<file path="src/rtl/adc_decim_acq.sv">
// Two-lane ADC capture with windowed decimation: one result per window of
// decimation+1 samples, as last sample, min/max peak pair, or shifted boxcar sum.
module adc_decim_acq #(
    parameter int DATA_W  = 8,
    parameter int DECIM_W = 16,
    parameter int SHIFT_W = 5,
    parameter int ACC_W   = DATA_W + DECIM_W
) (
    input  logic               adc_clk,
    input  logic               rst,
    input  logic               adc_dco,
    input  logic [DATA_W-1:0]  adc_da,
    input  logic [DATA_W-1:0]  adc_db,
    input  logic               enable,
    input  logic [DECIM_W-1:0] decimation,
    input  logic [1:0]         mode,
    input  logic [SHIFT_W-1:0] avg_shift,
    output logic [DATA_W-1:0]  adc_data,
    output logic [DATA_W-1:0]  adc_max,
    output logic               decim_clk,
    output logic               busy
);

    typedef enum logic {IDLE = 1'b0, ACTIVE = 1'b1} state_t;

    state_t               state_reg, state_next;
    logic [DATA_W-1:0]    s_reg, s_next;
    logic [DECIM_W-1:0]   cnt_reg, cnt_next;
    logic [DECIM_W-1:0]   dec_reg, dec_next;
    logic [1:0]           mode_reg, mode_next;
    logic [SHIFT_W-1:0]   shift_reg, shift_next;
    logic [ACC_W-1:0]     sum_reg, sum_next;
    logic [DATA_W-1:0]    min_reg, min_next;
    logic [DATA_W-1:0]    max_reg, max_next;
    logic [DATA_W-1:0]    data_reg, data_next;
    logic [DATA_W-1:0]    peak_reg, peak_next;
    logic                 strobe_reg, strobe_next;

    // Window statistics including the sample being consumed this cycle
    logic [ACC_W-1:0]     sum_acc;
    logic [DATA_W-1:0]    min_acc;
    logic [DATA_W-1:0]    max_acc;
    logic [ACC_W-1:0]     avg_full;
    logic [DATA_W-1:0]    avg_sat;
    logic                 first;

    always_comb begin
        first    = (cnt_reg == '0);
        sum_acc  = sum_reg + {{(ACC_W-DATA_W){1'b0}}, s_reg};
        min_acc  = (first || (s_reg < min_reg)) ? s_reg : min_reg;
        max_acc  = (first || (s_reg > max_reg)) ? s_reg : max_reg;
        avg_full = sum_acc >> shift_reg;
        avg_sat  = (|avg_full[ACC_W-1:DATA_W]) ? {DATA_W{1'b1}} : avg_full[DATA_W-1:0];
    end

    always_comb begin
        s_next      = adc_dco ? adc_da : adc_db;
        state_next  = state_reg;
        cnt_next    = cnt_reg;
        dec_next    = dec_reg;
        mode_next   = mode_reg;
        shift_next  = shift_reg;
        sum_next    = sum_reg;
        min_next    = min_reg;
        max_next    = max_reg;
        data_next   = data_reg;
        peak_next   = peak_reg;
        strobe_next = 1'b0;

        case (state_reg)
            IDLE: begin
                if (enable) begin
                    dec_next   = decimation;
                    mode_next  = mode;
                    shift_next = avg_shift;
                    cnt_next   = '0;
                    sum_next   = '0;
                    min_next   = '0;
                    max_next   = '0;
                    state_next = ACTIVE;
                end
            end
            ACTIVE: begin
                if (!enable) begin
                    state_next = IDLE;
                    cnt_next   = '0;
                    sum_next   = '0;
                    min_next   = '0;
                    max_next   = '0;
                end else if (cnt_reg == dec_reg) begin
                    strobe_next = 1'b1;
                    case (mode_reg)
                        2'd1: begin
                            data_next = min_acc;
                            peak_next = max_acc;
                        end
                        2'd2: begin
                            data_next = avg_sat;
                            peak_next = max_acc;
                        end
                        default: begin
                            data_next = s_reg;
                            peak_next = s_reg;
                        end
                    endcase
                    cnt_next   = '0;
                    sum_next   = '0;
                    min_next   = '0;
                    max_next   = '0;
                    // New config only takes effect at a window boundary
                    dec_next   = decimation;
                    mode_next  = mode;
                    shift_next = avg_shift;
                end else begin
                    cnt_next = cnt_reg + 1'b1;
                    sum_next = sum_acc;
                    min_next = min_acc;
                    max_next = max_acc;
                end
            end
            default: state_next = IDLE;
        endcase
    end

    always_ff @(posedge adc_clk or posedge rst) begin
        if (rst) begin
            state_reg  <= IDLE;
            s_reg      <= '0;
            cnt_reg    <= '0;
            dec_reg    <= '0;
            mode_reg   <= '0;
            shift_reg  <= '0;
            sum_reg    <= '0;
            min_reg    <= '0;
            max_reg    <= '0;
            data_reg   <= '0;
            peak_reg   <= '0;
            strobe_reg <= 1'b0;
        end else begin
            state_reg  <= state_next;
            s_reg      <= s_next;
            cnt_reg    <= cnt_next;
            dec_reg    <= dec_next;
            mode_reg   <= mode_next;
            shift_reg  <= shift_next;
            sum_reg    <= sum_next;
            min_reg    <= min_next;
            max_reg    <= max_next;
            data_reg   <= data_next;
            peak_reg   <= peak_next;
            strobe_reg <= strobe_next;
        end
    end

    assign adc_data  = data_reg;
    assign adc_max   = peak_reg;
    assign decim_clk = strobe_reg;
    assign busy      = (state_reg == ACTIVE);

endmodule

</file>
<file path="config.mk">
export PLATFORM = sky130hd
export DESIGN_NAME = adc_decim_acq
export DESIGN_NICKNAME = d
export VERILOG_FILES = /design/src/rtl/adc_decim_acq.sv
export SDC_FILE = /design/constraint.sdc
export NUM_CORES = 1
export LEC_CHECK = 0
export CORE_ASPECT_RATIO = 0.75
export CORE_MARGIN = 2
export CORE_UTILIZATION = 54
export CTS_CLUSTER_SIZE = 24
export DETAILED_ROUTE_END_ITERATION = 10
export GPL_ROUTABILITY_DRIVEN = 0
export PLACE_DENSITY = 0.75
export SETUP_SLACK_MARGIN = 0.2
export SLEW_MARGIN = 20
export SYNTH_ARGS = -nofsm -noshare
export SYNTH_HDL_FRONTEND = slang
export SYNTH_SLANG_ARGS = --single-unit
</file>
<file path="constraint.sdc">
create_clock -name adc_clk -period 3.9 [get_ports adc_clk]
set_input_delay 0.78 -clock adc_clk [delete_from_list [all_inputs] [get_ports adc_clk]]
set_output_delay 0.78 -clock adc_clk [all_outputs]
set_load 0.02 [all_outputs]
</file>
==> impl.org <==
** Status
- The flow ran to the end, and the final reports show no timing, DRC or antenna violations.

** Synthesis
- After Yosys synthesis, XOR and XNOR cells account for 4.908% of the synthesized area.
- After synthesis, the largest family of logic cells by area is compound AO/OA/AOI/OAI gates.
- In the synthesized netlist the dominant register cell turns out to be sky130_fd_sc_hd__dfrtp_1.
- Post-Synth Adder-Cell Area :: a little under 5%
- Of the post-synthesis cell area, the dominant cell type holds a little over a third.
- Post-synthesis instance area :: 7317 um2
- By area the synthesized netlist is led by sky130_fd_sc_hd__dfrtp_1 36%, sky130_fd_sc_hd__o21ai_0 5.0%, sky130_fd_sc_hd__ha_1 4.6%.
- In this run, synthesis produced a sequential element count of 105.
- Mux cell area share after synthesis :: a little under a tenth
- Post-Synthesis Cells :: 804
- Sequential element share of the synthesized area :: 35.91%
- Synth async-reset ratio :: 100.0%
- Synthesis instantiated 80 different standard cells from the library.
- Complex-gate fraction of the synthesized area :: 25.02%
- Syn_nets :: 875
- Post-synth top area cell :: sky130_fd_sc_hd__dfrtp_1
- Averaged over all synthesized cells, the footprint is 9.101 um2.
- After Yosys synthesis, and, or, nand and nor cells account for 16.11% of the synthesized area.
- Synth top cells by count :: 105 x sky130_fd_sc_hd__dfrtp_1, 73 x sky130_fd_sc_hd__o21ai_0, 70 x sky130_fd_sc_hd__nand2_1
- During synthesis, Yosys emitted a total of 0 warnings.
- Top-count cell post-synth :: sky130_fd_sc_hd__dfrtp_1
- The synthesized design contains 0 enable-type register cells.

** Finish
- Post-layout instance area :: 8920 um2
- Cells with a size suffix above 1 make up 16.82% of the layout.
- Area taken by multi-input logic gates :: roughly 4600 um2
- Layout Nets :: 946
- FILL cells :: 932
- Layout overhead on the synthesized area :: 21.90%
- Footprint of the flip-flops and latches :: between 2000 and 3000 um2
- The register with the most flip-flops in the layout has 24 of them.
- Non-filler cells in the finished layout :: 1051
- 0 antenna diodes ended up in the layout.

** STA
- Summed over all failing endpoints, the final setup total negative slack is 0 ps.
- Setup violations remaining at the end of the flow were counted as 0.
- At the pin with the least slew margin, the transition time is between 1000 and 1500 ps.
- Relative slew slack :: between 30% and 40%
- The worst path meets setup with 84.29 ps of slack.
- The worst path needs around 3800 ps of the cycle, external delays included.
- F_max :: 262.1 MHz
- Between clock sinks in the finished design, the worst skew comes to 10.85 ps.
- Setup repair after global routing could not meet its margin everywhere.
- Dividing the final minimum period by the clock period gives a little under 100%.
- Final hold violation count :: 0
- The final count of pins violating max slew is 0.

** Worst setup path
- Category of the worst setup path launch point :: flip-flop
- The setup path with the least slack is of type flip-flop to flip-flop.
- In this design, the stage delay of the slowest critical-path cell is 530 ps.
- Worst setup EP type :: flip-flop
- Worst path cell trace :: ha_1 -> a211o_1 -> a211o_1 -> a211oi_2 -> nor4b_2 -> a2111o_1 -> or4_4 -> a21boi_2 -> nand4_4 -> o311ai_2 -> a31oi_1
- STA puts the critical path data required time at about 4000 ps.
- Arrival time worst endpoint :: 4030 ps
- The cell that appears most often on the critical path is sky130_fd_sc_hd__a211o_1.
- Among all stages on the critical path, the largest delay is contributed by sky130_fd_sc_hd__or4_4.
- Along the worst path, the maximum fanout reaches 8.

** CTS
- Number of buffers on the longest clock path :: 2
- Clock-pin slew was measured on the worst setup and hold paths at 80 ps.
- TritonCTS clock tree :: built
- Total number of clock tree sinks :: 105
- Clock insertion delay at the later pin of the skew report :: 360 ps
- The number of hold buffers added after CTS was 0.
- Number of H-tree levels :: 3
- TritonCTS buffer count :: 9
- Cell at the root of the clock tree :: sky130_fd_sc_hd__clkbuf_16

** Placed design
- Placement-stage worst setup slack :: -52.05 ps
- Total placed cells including tap cells :: 1022
- Post-Place Cell Area :: 8240 um2
- Once detailed placement completed, the half-perimeter wirelength came to 14790 um.
- Buffers added on ports :: 60

** Route
- Starting DRT DRC Count :: ~1000
- Once detail routing completed, the nets flagged for antenna violations numbered 0.
- Vias/cell :: 6.653
- Number of detailed-route iterations in the first pass :: 6
- Count of vias placed by the detailed router :: 6992
- Wirelength per Cell :: around 20 um
- The final layout contains routed wiring with a total length of 21300 um.
- After detailed routing, the number of remaining DRC violations is 0.

** Power
- Dividing total power by cell area gives a power density of 387.8 nW/um2.
- The worst-case IR drop observed on VDD is about 0.00029 V.
- Leakage :: around 3.7 nW

** Floorplanning
- Die outline width :: roughly 140 um
- Area of the die :: 14510 um2
- Row cnt :: 36
- From bottom edge to top edge, the die measures 104.8 um.
- Boundary Pins :: 61
- Initial standard-cell utilization of the core :: 55.82%
- In this run the standard cell core region covers 13110 um2.

** Global routing
- Entering global routing, the biggest net connects 63 pins.
- Overall track demand over capacity in global routing :: 28.41%
- The number of global-route vias before repair is 6504.
- For this run the aggregate overflow at the end of global routing stands at 0.
- The initial antenna violation count came to 0.
- Global-route wire length before repair :: 33510 um

** Worst hold path
- The min-delay analysis places its worst path in the category flip-flop to flip-flop.

** Flow run
- Max-cap violations :: 0
## final timing paths
| path | from | to | slack, ps | cells past startpoint |
|---|---|---|---|---|
| worst max-delay path | sum_reg[1] | adc_data[4] | 80 | 11 |
| worst min register to register | min_reg[4] | min_reg[4] | 510 | 1 |
| min in group asynchronous | rst | cnt_reg[0] | 920 | 2 |
| worst min-delay path | min_reg[4] | min_reg[4] | 510 | 1 |
| worst max register to register | sum_reg[1] | adc_data[4] | 80 | 11 |
| max in group asynchronous | rst | shift_reg[0] | 2230 | 3 |
## routing by layer
layer	global-route usage, %	vias to the layer above	wire length, um
li1	-	3142	-
met1	40.08	3350	9149
met2	43.03	426	9389
met3	7.470	74	2131
met4	8.746	0	631
met5	0	-	0
## cells in the final DEF, fill, tap and decap left out, types with 9 or more instances in the layout
cell,Yosys,routed
sky130_fd_sc_hd__a21oi_1,41,39
sky130_fd_sc_hd__nand2_1,70,69
sky130_fd_sc_hd__nand3_1,19,19
sky130_fd_sc_hd__dfrtp_1,105,105
sky130_fd_sc_hd__and2_1,13,13
sky130_fd_sc_hd__buf_4,0,46
sky130_fd_sc_hd__mux2i_1,19,19
sky130_fd_sc_hd__nor2_1,62,60
sky130_fd_sc_hd__a22o_1,29,29
sky130_fd_sc_hd__and3_1,13,13
sky130_fd_sc_hd__clkdlybuf4s50_1,0,60
sky130_fd_sc_hd__a21o_1,12,12
sky130_fd_sc_hd__nor4_1,9,9
sky130_fd_sc_hd__xor2_1,32,28
sky130_fd_sc_hd__ha_1,27,22
sky130_fd_sc_hd__clkbuf_16,0,9
sky130_fd_sc_hd__xnor2_1,9,9
sky130_fd_sc_hd__nand4_1,12,12
sky130_fd_sc_hd__o21ai_0,73,72
sky130_fd_sc_hd__o31ai_1,13,12
sky130_fd_sc_hd__inv_1,26,25
sky130_fd_sc_hd__mux2_2,30,30
## stage by stage
step                util [%]  hold slack (ps)  total power, mW
detailed placement     62.87            486.6            2.279
floorplan                  -            453.8            1.968
global placement       62.87            473.2            2.246
global route           68.05            525.2            3.601
CTS                    66.58            503.9            3.344
finish                 68.05            510.0            3.459
## critical path: cells and delay by family, from the launching register on
| family | cells | cell delay (ps) |
|---|---|---|
| flip-flops | 1 | 420 |
| AO/OA/AOI/OAI | 7 | 2060 |
| adder cells (fa/ha/maj) | 1 | 320 |
| AND/OR/NAND/NOR | 3 | 850 |
## power by group
group	total (mW)	leakage, nW	switching [mW]	internal [mW]
Combinational	1.14	2.14	0.641	0.497
Sequential	1.27	1.38	0.103	1.17
Clock	1.05	0.168	0.467	0.584
Total	3.46	3.69	1.21	2.25
## logic make-up after synthesis
| family | after synthesis |
|---|---|
| AOI/OAI and AO/OA | 261 |
| and+or+nand+nor | 238 |
| DFF | 105 |
| buffers and inverters | 76 |
| muxes | 55 |
| xor gates and xnor gates | 41 |
| adders and majority gates | 28 |
## repair_timing
item                       4_1_cts  5_1_grt
buffers inserted                 5        8
gates resized for setup         21       19
setup endpoints to repair        8        8
pin swaps                       10       10
## layout make-up
type / instances / share of cell area [%]
Inverter: 28 / 1.206
Timing Repair Buffer: 108 / 11.05
Sequential cell: 105 / 29.46
Clock inverter: 7 / 1.333
Tap cell: 171 / 2.399
Multi-Input combinational cell: 623 / 52.03
Clock buffer: 9 / 2.525
(Power assumes the default switching activity.)
